## src/rtl/spart_pkg.sv

```systemverilog
// SPART shared definitions: state encoding, register map, framing defaults.
// Imported by both the transmit and receive paths.
package spart_pkg;

  localparam int OVERSAMPLE_DEF = 16;
  localparam int DATA_W_DEF     = 8;

  localparam logic [1:0] ADDR_DATA = 2'b00;

  typedef enum logic [1:0] {
    IDLE  = 2'b00,
    START = 2'b01,
    DATA  = 2'b10,
    STOP  = 2'b11
  } tx_state_t;

endpackage

```

## src/rtl/spart_transmit_if.sv

```systemverilog
// SPART transmit bus bundle: processor-side strobes, baud tick and
// serial/status outputs.
interface spart_transmit_if
  import spart_pkg::*;
#(
  parameter int DATA_W = DATA_W_DEF
);

  logic              Enable;
  logic              iocs;
  logic              IORW;
  logic [1:0]        IOADDR;
  logic [DATA_W-1:0] DATA_IN;
  logic              TxD;
  logic              TBR;
  logic              TX_BUSY;

  modport master (
    output Enable, iocs, IORW, IOADDR, DATA_IN,
    input  TxD, TBR, TX_BUSY
  );

  modport slave (
    input  Enable, iocs, IORW, IOADDR, DATA_IN,
    output TxD, TBR, TX_BUSY
  );

endinterface

```

## src/rtl/spart_tx_shift.sv

```systemverilog
// SPART transmit datapath: holding register, shift register, TBR flag.
// A load always wins over a write, so a coincident write sees TBR=0.
module spart_tx_shift #(
  parameter int DATA_W = 8
) (
  input  logic              clk,
  input  logic              rst,
  input  logic              wr_en,
  input  logic [DATA_W-1:0] wr_data,
  input  logic              load,
  input  logic              shift_en,
  output logic              tbr,
  output logic              full,
  output logic              lsb,
  output logic              nxt
);

  logic [DATA_W-1:0] hold_q;
  logic [DATA_W-1:0] shreg_q;
  logic              tbr_q;

  always_ff @(posedge clk or posedge rst) begin
    if (rst) begin
      hold_q  <= '0;
      shreg_q <= '0;
      tbr_q   <= 1'b1;
    end else begin
      if (load) begin
        shreg_q <= hold_q;
        tbr_q   <= 1'b1;
      end else if (wr_en && tbr_q) begin
        hold_q <= wr_data;
        tbr_q  <= 1'b0;
      end
      if (shift_en) begin
        shreg_q <= shreg_q >> 1;
      end
    end
  end

  assign tbr  = tbr_q;
  assign full = ~tbr_q;
  assign lsb  = shreg_q[0];
  assign nxt  = shreg_q[1];

endmodule

```

## src/rtl/spart_transmit.sv

```systemverilog
// SPART transmit path: 8N1 serialiser timed by the shared 16x baud tick.
// FSM and counters live here; data registers live in spart_tx_shift.
module spart_transmit
  import spart_pkg::*;
#(
  parameter int OVERSAMPLE = OVERSAMPLE_DEF,
  parameter int DATA_W     = DATA_W_DEF
) (
  input  logic           clk,
  input  logic           rst,
  spart_transmit_if.slave bus
);

  localparam int TW = (OVERSAMPLE > 1) ? $clog2(OVERSAMPLE) : 1;
  localparam int BW = (DATA_W > 1) ? $clog2(DATA_W) : 1;
  localparam logic [TW-1:0] LAST_TICK = TW'(OVERSAMPLE - 1);
  localparam logic [BW-1:0] LAST_BIT  = BW'(DATA_W - 1);

  tx_state_t     state_q;
  logic [TW-1:0] tick_q;
  logic [BW-1:0] bcnt_q;
  logic          txd_q;
  logic          busy_q;

  logic wr_en;
  logic bit_end;
  logic load;
  logic shift_en;
  logic full;
  logic tbr;
  logic lsb;
  logic nxt;

  assign wr_en = bus.iocs && !bus.IORW
              && (bus.IOADDR == ADDR_DATA);

  assign bit_end  = bus.Enable && (tick_q == LAST_TICK);
  assign shift_en = (state_q == DATA) && bit_end;

  // Back-to-back frames reload on the stop bit's final tick.
  assign load = full && ((state_q == IDLE)
             || ((state_q == STOP) && bit_end));

  spart_tx_shift #(
    .DATA_W (DATA_W)
  ) u_shift (
    .clk      (clk),
    .rst      (rst),
    .wr_en    (wr_en),
    .wr_data  (bus.DATA_IN),
    .load     (load),
    .shift_en (shift_en),
    .tbr      (tbr),
    .full     (full),
    .lsb      (lsb),
    .nxt      (nxt)
  );

  always_ff @(posedge clk or posedge rst) begin
    if (rst) begin
      state_q <= IDLE;
      tick_q  <= '0;
      bcnt_q  <= '0;
      txd_q   <= 1'b1;
      busy_q  <= 1'b0;
    end else if (load) begin
      state_q <= START;
      tick_q  <= '0;
      txd_q   <= 1'b0;
      busy_q  <= 1'b1;
    end else if ((state_q != IDLE) && bus.Enable) begin
      tick_q <= tick_q + TW'(1);
      if (bit_end) begin
        unique case (state_q)
          START: begin
            state_q <= DATA;
            bcnt_q  <= '0;
            txd_q   <= lsb;
          end
          DATA: begin
            if (bcnt_q == LAST_BIT) begin
              state_q <= STOP;
              txd_q   <= 1'b1;
            end else begin
              bcnt_q <= bcnt_q + BW'(1);
              txd_q  <= nxt;
            end
          end
          STOP: begin
            state_q <= IDLE;
            txd_q   <= 1'b1;
            busy_q  <= 1'b0;
          end
          default: ;
        endcase
      end
    end
  end

  assign bus.TxD     = txd_q;
  assign bus.TBR     = tbr;
  assign bus.TX_BUSY = busy_q;

endmodule
```

## src/flat_wrapper.sv

```systemverilog
// flat-port wrapper written by rule: the top's interface ports become plain ports
module spart_transmit_flat import spart_pkg::*;
#(
  parameter int OVERSAMPLE = OVERSAMPLE_DEF,
  parameter int DATA_W     = DATA_W_DEF
)
  (clk, rst, bus_Enable, bus_iocs, bus_IORW, bus_IOADDR, bus_DATA_IN, bus_TxD, bus_TBR, bus_TX_BUSY);
  spart_transmit_if #(.DATA_W(DATA_W)) bus_i ();
  input  logic clk;
  input  logic rst;
  input wire logic [$bits(bus_i.Enable)-1:0] bus_Enable;
  input wire logic [$bits(bus_i.iocs)-1:0] bus_iocs;
  input wire logic [$bits(bus_i.IORW)-1:0] bus_IORW;
  input wire logic [$bits(bus_i.IOADDR)-1:0] bus_IOADDR;
  input wire logic [$bits(bus_i.DATA_IN)-1:0] bus_DATA_IN;
  output wire logic [$bits(bus_i.TxD)-1:0] bus_TxD;
  output wire logic [$bits(bus_i.TBR)-1:0] bus_TBR;
  output wire logic [$bits(bus_i.TX_BUSY)-1:0] bus_TX_BUSY;
  assign bus_i.Enable = bus_Enable;
  assign bus_i.iocs = bus_iocs;
  assign bus_i.IORW = bus_IORW;
  assign bus_i.IOADDR = bus_IOADDR;
  assign bus_i.DATA_IN = bus_DATA_IN;
  assign bus_TxD = bus_i.TxD;
  assign bus_TBR = bus_i.TBR;
  assign bus_TX_BUSY = bus_i.TX_BUSY;
  spart_transmit #(.OVERSAMPLE(OVERSAMPLE), .DATA_W(DATA_W)) u_core (.clk(clk), .rst(rst), .bus(bus_i));
endmodule
```

## config.mk

```make
export PLATFORM = sky130hd
export DESIGN_NAME = spart_transmit_flat
export DESIGN_NICKNAME = d
export VERILOG_FILES = /design/src/rtl/spart_pkg.sv /design/src/rtl/spart_transmit_if.sv /design/src/rtl/spart_tx_shift.sv /design/src/rtl/spart_transmit.sv /design/src/flat_wrapper.sv
export SDC_FILE = /design/constraint.sdc
export NUM_CORES = 1
export LEC_CHECK = 0
export BUFFER_PORTS_ARGS = -buffer_cell sky130_fd_sc_hd__buf_2
export CAP_MARGIN = 0
export CORE_ASPECT_RATIO = 1.5
export CORE_MARGIN = 3
export CORE_UTILIZATION = 60
export DETAILED_ROUTE_END_ITERATION = 10
export PLACE_DENSITY = 0.87
export RECOVER_POWER = 25
export SYNTH_ARGS = -nofsm -noshare
export SYNTH_HDL_FRONTEND = slang
export SYNTH_HIERARCHICAL = 1
export SYNTH_SLANG_ARGS = --single-unit
```

## constraint.sdc

```tcl
create_clock -name clk -period 6.35 [get_ports clk]
set_clock_uncertainty 0.2 [all_clocks]
set_input_delay 0.635 -clock clk [delete_from_list [all_inputs] [get_ports clk]]
set_output_delay 0.635 -clock clk [all_outputs]
set_load 0.005 [all_outputs]
```

==> results.md, run 1 <==
- Initial antenna violation count: 0
- Crit path max fanout: 17
- Top area cells in the synthesized netlist: dfrtp_1 (46%), mux2i_1 (8.4%), mux2_2 (6.3%)
- Tot GR Track Use: 19.6%
- Die span in y: 65.7 µm
- Status: finished, final reports clean
- Relative slew slack: 58.0%
- CTS Root Cell: clkbuf_4
- Resized cells post-CTS: 0
- Finished Cell Area: 1550 µm²
- Sequential cell area: 703 µm²
- Synth cell types: 35
- DRT iter0 DRCs: 6
- Fraction of layout cells with a size suffix above 1: 29.0%
- Max_cap viols: 0
- Placed instance area: 1510 µm²
- Post-DR wirelength/cell: 15.5 µm
- Gp weighted congestion: 0.859
- DRC: 0
- Register area share after synthesis: 49.4%
- Crit path DAT: 2.06 ns
- Die area: 3010 µm²
- Area leader, netlist: dfrtp_1
- # hold bufs at CTS: 0
- Total chip power: 0.630 mW
- Reg clk slew, reported paths: 0.15 ns
- Clock Latency Late Sink: 0.33 ns
- Final hold viol count: 0
- Clk buf depth: 2
- Critical path type: reg -> reg
- Slew @ Worst Pin: 0.622 ns
- Most common cell after layout, fill and taps aside: dfrtp_1
- Via count: 919
- Post-CTS setup buffer count: 0
- Diode count: 0
- Gate Count Post-Synth: 120
- Post-synthesis net count: 142
- Max-slew violations: 0
- Worst r2r dst: u_core/u_shift/shreg_q[3]
- Vias per Instance: 5.71
- CP endpoint kind: flop
- Sink Count: 28
- Unrepaired setup endpoints after global routing: no
- Layout fillers: 173
- Port Buffers: 17
- Synthesized area: 1420 µm²
- Area Overhead vs Synth: 8.79%
- Synth warn: 6
- Synth top area share: 45.7%
- GRT overflow: 0
- PwrDens: 407 nW/µm²
- CTS Buf Count: 3
- FP Rows: 21
- Multi-input logic area: 659 µm²
- Crit path time final: 2.05 ns
- CTS tree: yes
- Most frequent cells in the layout: dfrtp_1 (26), buf_2 (16), mux2i_1 (12), nand2_1 (11)
- Vias in the first global route: 1002
- Routed WL: 2.50 mm
- Yosys reg bits: 28
- Initial Util: 63.8%
- Reg2reg setup slack: 4.30 ns
- Placed wire-length estimate: 1.96 mm
- Static Leakage: 0.716 nW
- Class of the worst hold path: in -> async
- Final setup viols: 0
- DRT Pass-1 Iters: 4
- Final ANT Viol Nets: 0
- Nets: 161
- Largest net degree at the start of global routing: 18
- Crit start category: flop
- Maximum vdd drop: 0.000243 V
- Core region area: 2230 µm²
- Die width: 45.8 µm
- Reg2reg path depth: 7
- Reg2reg start: u_core/tick_q[0]
- Syn_area_per_cell: 11.9 µm²
- Req. time, crit path: 6.36 ns
- Io pins: 18
- Setup TNS: 0 ns
- F_max: 488 MHz
- Htree depth: 1
- First-pass GRT wire length: 4.31 mm
- Final worst-path cycle share: 32.3%
critical path, stage by stage (launching register included):
cell,delay (ns)
dfrtp_1,0.41
ha_1,0.24
and4_1,0.24
a21oi_1,0.07
nor2b_1,0.18
buf_4,0.29
mux2i_1,0.21
o21ai_0,0.08
metal layers:
metal	vias up	share of wire (%)	global-route usage (%)
met1	454	41	21.6
met3	2	3.1	3.29
li1	448	-	-
met2	15	55	36.2
met5	-	0	0
met4	0	0.84	6.41
state kept, by name, indices dropped and copies added, names as in the netlist:
register / flops
u_core/u_shift/tbr: 1
u_core/bus.TxD: 1
u_core/u_shift/hold_q: 8
u_core/tick_q: 4
u_core/u_shift/shreg_q: 8
u_core/bus.TX_BUSY: 1
u_core/state_q: 2
u_core/bcnt_q: 3
where the power goes:
part	total [mW]	switching, mW	internal, mW
clock network	0.0873	0.0522	0.0351
registers	0.321	0.0586	0.263
logic	0.221	0.112	0.109
total	0.630	0.223	0.407
kinds of logic (layout without fill, tap and decap cells):
logic type / count (synthesis) / in the layout / synth area share [%]
and+or+nand+nor: 34 / 34 / 16.2
AOI/OAI and AO/OA: 15 / 15 / 6.33
buffers and inverters: 12 / 30 / 4.31
DFF: 28 / 28 / 49.4
muxes: 21 / 21 / 15.8
adders and majority gates: 7 / 7 / 6.15
xor gates and xnor gates: 3 / 3 / 1.85
synth_stat cells, drive strengths merged:
| cell | instances |
|---|---|
| o22ai | 1 |
| nand4 | 2 |
| mux2 | 9 |
| nand2 | 11 |
| ha | 7 |
| mux2i | 12 |
| clkbuf | 1 |
| nor3 | 2 |
| nand3b | 1 |
| and4 | 1 |
| dfrtp | 26 |
| nor2 | 8 |
| xor2 | 2 |
| a22oi | 1 |
| nor4 | 1 |
| o21ai | 7 |
| and2 | 1 |
| buf | 3 |
| nor2b | 3 |
| a21oi | 2 |
| a311oi | 1 |
| nand2b | 1 |
| nand3 | 1 |
| o21bai | 2 |
| a21o | 1 |
| inv | 8 |
| xnor2 | 1 |
| dfstp | 2 |
| nor4b | 2 |
cell type report:
cell class	count	share of cell area, %
well taps	23	1.86
inverters	8	1.94
repair buffers	18	5.90
flip-flops and latches	28	45.4
clock buffers	4	2.34
multi-input cells	80	42.6
how the worst max path moves through the flow:
stage	endpoint	cells past startpoint	slack, ns	from
finish	u_core/u_shift/shreg_q[3]	7	4.30	u_core/tick_q[0]
global route	u_core/u_shift/shreg_q[3]	7	4.11	u_core/tick_q[0]
CTS	u_core/u_shift/shreg_q[6]	7	4.27	u_core/tick_q[0]
detailed placement	u_core/u_shift/hold_q[7]	4	4.14	bus_IORW
global placement	u_core/u_shift/hold_q[7]	4	4.19	bus_IORW
floorplan	u_core/u_shift/hold_q[0]	7	4.23	bus_Enable
through the flow:
stage / util (%) / cells / hold slack (ns) / setup slack, ns
after floorplan: - / 120 / 0.249 / 4.23
after global placement: 67.8 / 157 / 0.260 / 4.19
after detailed placement: 67.8 / 157 / 0.266 / 4.14
after CTS: 69.4 / 161 / 0.114 / 4.27
after global routing: 69.4 / 161 / 0.116 / 4.11
final: 69.4 / 161 / 0.0792 / 4.30
(Power assumes the default switching activity.)
==> run 2: changes to the inputs <==
- ABC_AREA: default -> 1
- CORE_UTILIZATION: 60 -> 51
- PLACE_DENSITY: 0.87 -> 0.79
- clock period: 6.35 -> 1.7 ns (I/O delays scaled with it)
==> results.md, run 2 <==
- Vias per Instance: 5.34 (-6.4%)
- Placed wire-length estimate: 2.20 mm (+12%)
- Final setup viols: 18 (+18)
- Synth cell types: 27 (-23%)
- Die span in y: 72.8 µm (+11%)
- Die area: 3670 µm² (+22%)
- Vias in the first global route: 1389 (+39%)
- Max_cap viols: 0 (unchanged)
- Post-DR wirelength/cell: 13.7 µm (-12%)
- Class of the worst hold path: in -> reg
- Proportion of synthesized area in mux cells: 0% (-16 points)
- Most frequent cell after synthesis: nand2_1
- WHS: 0.0273 ns (-0.0519 ns)
- Relative slew slack: 56.3% (-1.7 points)
- Area leader, netlist: dfrtp_1
- DRC: 0 (unchanged)
- Post-synthesis net count: 200 (+41%)
- Async SR Flop Fraction: 100% (unchanged)
- Adder and majority cell fraction of the synthesized area: 5.78% (-0.37 points)
- Final worst-path cycle share: 105% (+72 points)
- Layout fillers: 205 (+18%)
- Die width: 50.5 µm (+10%)
- Largest net degree at the start of global routing: 18 (unchanged)
- Reg clk slew, reported paths: 0.10 ns (-0.05 ns)
- FP Rows: 23 (+9.5%)
- Synth Area in Simple Gates: 36.3% (+20 points)
- Status: complete, but fails checks
- DRT iter0 DRCs: 12 (+6)
- DRT Pass-1 Iters: 4 (unchanged)
- Complex-gate fraction of the synthesized area: 3.06% (-3.3 points)
- Htree depth: 1 (unchanged)
- Io pins: 18 (unchanged)
- Clock Latency Late Sink: 0.28 ns (-0.05 ns)
- Port Buffers: 17 (unchanged)
- Crit path DAT: 1.74 ns (-0.32 ns)
- Biggest regs: u_core/u_shift/hold_q (8), u_core/u_shift/shreg_q (8), u_core/tick_q (4)
- Crit start category: flop
- Most frequent cells in the layout: nand2_1 (48), dfrtp_1 (25), buf_2 (17), nand3_1 (16)
- Maximum vdd drop: 0.000977 V (+300%)
- Gp weighted congestion: 0.933 (+8.6%)
- Initial Util: 54.8% (-8.9 points)
- Tot GR Track Use: 20.8% (+1.2 points)
- Final hold viol count: 0 (unchanged)
- Diode count: 0 (unchanged)
- Post-synth top cells: nand2_1 (58), dfrtp_1 (26), nand3_1 (23)
- First-pass GRT wire length: 5.82 mm (+35%)
- Total chip power: 2.40 mW (+280%)
- Setup TNS: -0.656 ns (-0.656 ns)
- Area Overhead vs Synth: 32.6%
- EDFF count, synth: 0 (unchanged)
- F_max: 562 MHz (+15%)
- Crit path time final: 1.78 ns (-0.272 ns)
- Core region area: 2760 µm² (+24%)
- Nets: 246 (+53%)
- Critical path type: reg -> reg
- Clk buf depth: 2 (unchanged)
- Sink Count: 28 (unchanged)
- Req. time, crit path: 1.66 ns (-4.70 ns)
- Failing checks: negative setup slack
- Gate Count Post-Synth: 178 (+48%)
- Slew @ Worst Pin: 0.655 ns (+0.0331 ns)
- Synthesized area: 1520 µm² (+6.4%)
- Synth warn: 6 (unchanged)
- CTS Root Cell: clkbuf_8
- Sequential cell area: 704 µm² (+0.18%)
- Main synth FF type: dfrtp_1
- Multi-input logic area: 792 µm² (+20%)
- Crit path max fanout: 8 (-9)
- Static Leakage: 1.06 nW (+48%)
- Synth top area share: 42.9% (-2.8 points)
- Initial antenna violation count: 0 (unchanged)
- Yosys reg bits: 28 (unchanged)
- CP endpoint kind: flop
- CTS tree: yes
- Max-slew violations: 0 (unchanged)
- Fraction of layout cells with a size suffix above 1: 38.1% (+9.1 points)
- Largest family of logic cells by synthesized area: simple AND/OR/NAND/NOR gates
- Via count: 1389 (+51%)
- Register area share after synthesis: 46.4% (-3.0 points)
- Syn_area_per_cell: 8.51 µm² (-28%)
- GRT overflow: 0 (unchanged)
- Synth Area in XOR/XNOR: 0.578% (-1.3 points)
- Routed WL: 3.56 mm (+42%)
- PwrDens: 1190 nW/µm² (+190%)
- Top area cells in the synthesized netlist: dfrtp_1 (43%), nand2_1 (14%), nand3_1 (7.6%)
- Unrepaired setup endpoints after global routing: yes
- CTS Buf Count: 3 (unchanged)
- Final worst slack: -0.0790 ns (-4.38 ns)
- Final ANT Viol Nets: 0 (unchanged)
- Most common cell after layout, fill and taps aside: nand2_1
-- run 2: cells by family (layout without fill, tap and decap cells) --
group	Yosys count	after routing
compound gates	7	7
xor+xnor	1	1
fa+ha+maj	7	7
buf+inv	23	68
flops	28	28
simple gates	112	112
-- run 2: timing repair --
action	in CTS	in global routing
cloned	1	1
hold buffers	9	0
pin swaps	3	11
endpoints found under the setup margin	10	25
resized for setup	7	27
hold endpoints to repair	34	0
setup buffers	8	3
-- run 2: metal layers --
layer | track usage [%] | part of all wire [%] | wire [µm]
met2 | 42.3 | 57 | 2040
met5 | 0 | 0 | 0
met1 | 20.1 | 37 | 1320
met3 | 2.86 | 2.8 | 98
met4 | 8.68 | 2.9 | 102
-- run 2: worst paths after layout --
kind	startpoint	endpoint	slack, ns	cells past startpoint
setup / recovery	u_core/tick_q[0]	u_core/u_shift/shreg_q[3]	-0.08	8
hold / removal	bus_Enable	u_core/tick_q[1]	0.03	4
setup reg to reg	u_core/tick_q[0]	u_core/u_shift/shreg_q[3]	-0.08	8
hold reg to reg	u_core/u_shift/hold_q[2]	u_core/u_shift/hold_q[2]	0.28	2
max in group asynchronous	rst	u_core/u_shift/shreg_q[5]	0.56	3
min in group asynchronous	rst	u_core/tick_q[0]	0.23	3
-- run 2: layout make-up --
| class | instances | share of cell area (%) |
|---|---|---|
| clock buffer | 4 | 2.74 |
| multi-input combinational | 127 | 39.4 |
| tap | 37 | 2.30 |
| inverter | 18 | 3.99 |
| sequential | 28 | 35.1 |
| timing repair buffer | 45 | 16.2 |
| timing repair inverter | 1 | 0.311 |
-- run 2: worst max-delay path, cell delays in order (launching register included) --
cell and delay (ns):
dfrtp_1 0.38, ha_2 0.21, nand2_2 0.09, buf_4 0.16, nor3_4 0.22, buf_6 0.18, inv_4 0.06, nand3_1 0.10
nand3_2 0.08
-- run 2: report_power, final --
part	leakage (nW)	switching, mW	internal (mW)
sequential	0.348	0.169	0.913
clock	0.0288	0.205	0.207
combinational	0.686	0.499	0.407
-- run 2: per-stage QoR --
step | area [µm²] | setup slack (ns) | cells | utilization (%)
CTS | 1900 | 0.000435 | 256 | 68.8
floorplan | 1520 | 0.00889 | 178 | -
finish | 2010 | -0.0790 | 260 | 72.7
detailed placement | 1660 | -0.0795 | 234 | 60.1
global placement | 1660 | -0.0241 | 234 | 60.1
global route | 2010 | -0.133 | 260 | 72.7
==> run 3: changes to the inputs <==
- CORE_UTILIZATION: 51 -> 60
- PLACE_DENSITY: 0.79 -> 0.87
- clock period: 1.7 -> 2.11 ns (I/O delays scaled with it)
==> results.md, run 3 (synthesis gave the netlist of run 2 again) <==
- Critical path type: reg -> reg
- Biggest regs: u_core/u_shift/hold_q (8), u_core/u_shift/shreg_q (8), u_core/tick_q (4)
- Slew @ Worst Pin: 0.640 ns (-0.0146 ns)
- CTS Root Cell: clkbuf_4
- Final hold viol count: 0 (unchanged)
- CP endpoint kind: flop
- Die span in y: 67.5 µm (-7.2%)
- Crit path max fanout: 14 (+6)
- DRC: 0 (unchanged)
- Static Leakage: 0.936 nW (-12%)
- Vias per Instance: 5.47 (+2.4%)
- Post-CTS setup buffer count: 0 (-8)
- Initial Util: 65.5% (+11 points)
- Layout fillers: 166 (-19%)
- Crit path time final: 1.85 ns (+0.0678 ns)
- Resized cells post-CTS: 0 (-7)
- Area Overhead vs Synth: 16.4%
- Diode count: 0 (unchanged)
- Reg clk slew, reported paths: 0.14 ns (+0.04 ns)
- CTS tree: yes
- Core region area: 2310 µm² (-16%)
- FP Rows: 21 (-8.7%)
- Io pins: 18 (unchanged)
- PwrDens: 992 nW/µm² (-17%)
- Die area: 3180 µm² (-14%)
- Nets: 230 (-6.5%)
- Via count: 1258 (-9.4%)
- Reg2reg path depth: 10 (+2)
- Sequential cell area: 703 µm² (-0.18%)
- Most frequent cells in the layout: nand2_1 (58), dfrtp_1 (26), nand3_1 (23), buf_2 (17), inv_1 (14)
- DRT iter0 DRCs: 48 (+36)
- Placed wire-length estimate: 2.24 mm (+1.6%)
- Unrepaired setup endpoints after global routing: no
- Maximum vdd drop: 0.000660 V (-32%)
- Max_cap viols: 0 (unchanged)
- DRT Pass-1 Iters: 4 (unchanged)
- GRT overflow: 0 (unchanged)
- Final setup viols: 0 (-18)
- Clk buf depth: 2 (unchanged)
- Worst hold stages: 4 (unchanged)
- Die width: 47.0 µm (-6.9%)
- Final worst-path cycle share: 87.5% (-17 points)
- Crit path DAT: 1.91 ns (+0.17 ns)
- Crit start category: flop
- Most common cell after layout, fill and taps aside: nand2_1
- Largest net degree at the start of global routing: 18 (unchanged)
- CTS Buf Count: 3 (unchanged)
- Gp weighted congestion: 0.825 (-12%)
- Initial antenna violation count: 0 (unchanged)
- Final ANT Viol Nets: 0 (unchanged)
- Req. time, crit path: 2.18 ns (+0.52 ns)
- Setup TNS: 0 ns (+0.656 ns)
- Multi-input logic area: 698 µm² (-12%)
- WHS: 0.0286 ns (+0.00126 ns)
- F_max: 541 MHz (-3.7%)
- Status: finished, final reports clean
- Class of the worst hold path: in -> reg
- Clock Latency Late Sink: 0.32 ns (+0.04 ns)
- Htree depth: 1 (unchanged)
- Relative slew slack: 57.3% (+0.97 points)
- First-pass GRT wire length: 5.28 mm (-9.4%)
- Vias in the first global route: 1287 (-7.3%)
- Max-slew violations: 0 (unchanged)
- Sink Count: 28 (unchanged)
- Tot GR Track Use: 23.0% (+2.2 points)
- Routed WL: 3.07 mm (-14%)
- Fraction of layout cells with a size suffix above 1: 21.7% (-16 points)
- Port Buffers: 17 (unchanged)
- Post-DR wirelength/cell: 13.3 µm (-2.6%)
run 3: cell types whose count changed in the layout (fill, tap and decap cells not counted), sizes merged:
cell,delta
clkbuf,-2
buf,-14
bufinv,+1
inv,-1
run 3: report_power, final:
group	total, mW	leakage, nW	switching, mW	internal, mW
logic	0.518	0.559	0.306	0.212
clock network	0.345	0.0279	0.153	0.192
registers	0.886	0.349	0.151	0.734
run 3: timing repair:
action / 4_1_cts / 5_1_grt
endpoints found under the hold margin: 35 / 0
hold buffers: 9 / 0
endpoints found under the setup margin: 0 / 0
run 3: per-layer routing:
layer	vias up	GRT usage [%]	part of all wire, %
li1	628	-	-
met1	597	24.2	40
met2	29	43.5	56
met3	4	4.27	3.4
met4	0	7.27	1.1
met5	-	0	0
run 3: final timing paths:
check	startpoint	to	slack [ns]
worst max register to register	u_core/tick_q[1]	u_core/u_shift/hold_q[1]	0.26
max in group asynchronous	rst	u_core/u_shift/shreg_q[1]	0.99
worst max-delay path	u_core/tick_q[1]	u_core/u_shift/hold_q[1]	0.26
worst min register to register	u_core/u_shift/hold_q[2]	u_core/u_shift/hold_q[2]	0.30
min in group asynchronous	rst	u_core/bus.TX_BUSY	0.22
worst min-delay path	bus_Enable	u_core/tick_q[1]	0.03
run 3: area by class of cell:
class                      count  area share, %
sequential                    28           39.9
multi-input combinational    127           39.6
timing repair buffer          30           11.6
inverter                      18           4.26
clock inverter                 1           1.70
tap                           23           1.63
clock buffer                   3           1.28
run 3: per-stage QoR:
| stage | area (µm²) | util [%] | setup WS [ns] | std cells | power (mW) |
|---|---|---|---|---|---|
| floorplan | 1520 | - | 0.419 | 178 | 1.26 |
| global placement | 1620 | 70.1 | 0.396 | 217 | 1.35 |
| detailed placement | 1620 | 70.1 | 0.332 | 217 | 1.40 |
| CTS | 1760 | 76.2 | 0.294 | 230 | 1.76 |
| global route | 1760 | 76.2 | 0.174 | 230 | 1.88 |
| finish | 1760 | 76.2 | 0.263 | 230 | 1.75 |
run 3: critical path, stage by stage (launching register included):
cell,delay (ns)
dfrtp_1,0.41
ha_1,0.21
nand2_2,0.09
nor2_4,0.12
nand2_2,0.09
a21boi_2,0.13
buf_4,0.26
inv_8,0.07
nand3_4,0.10
nand2_1,0.06
nand2_1,0.06
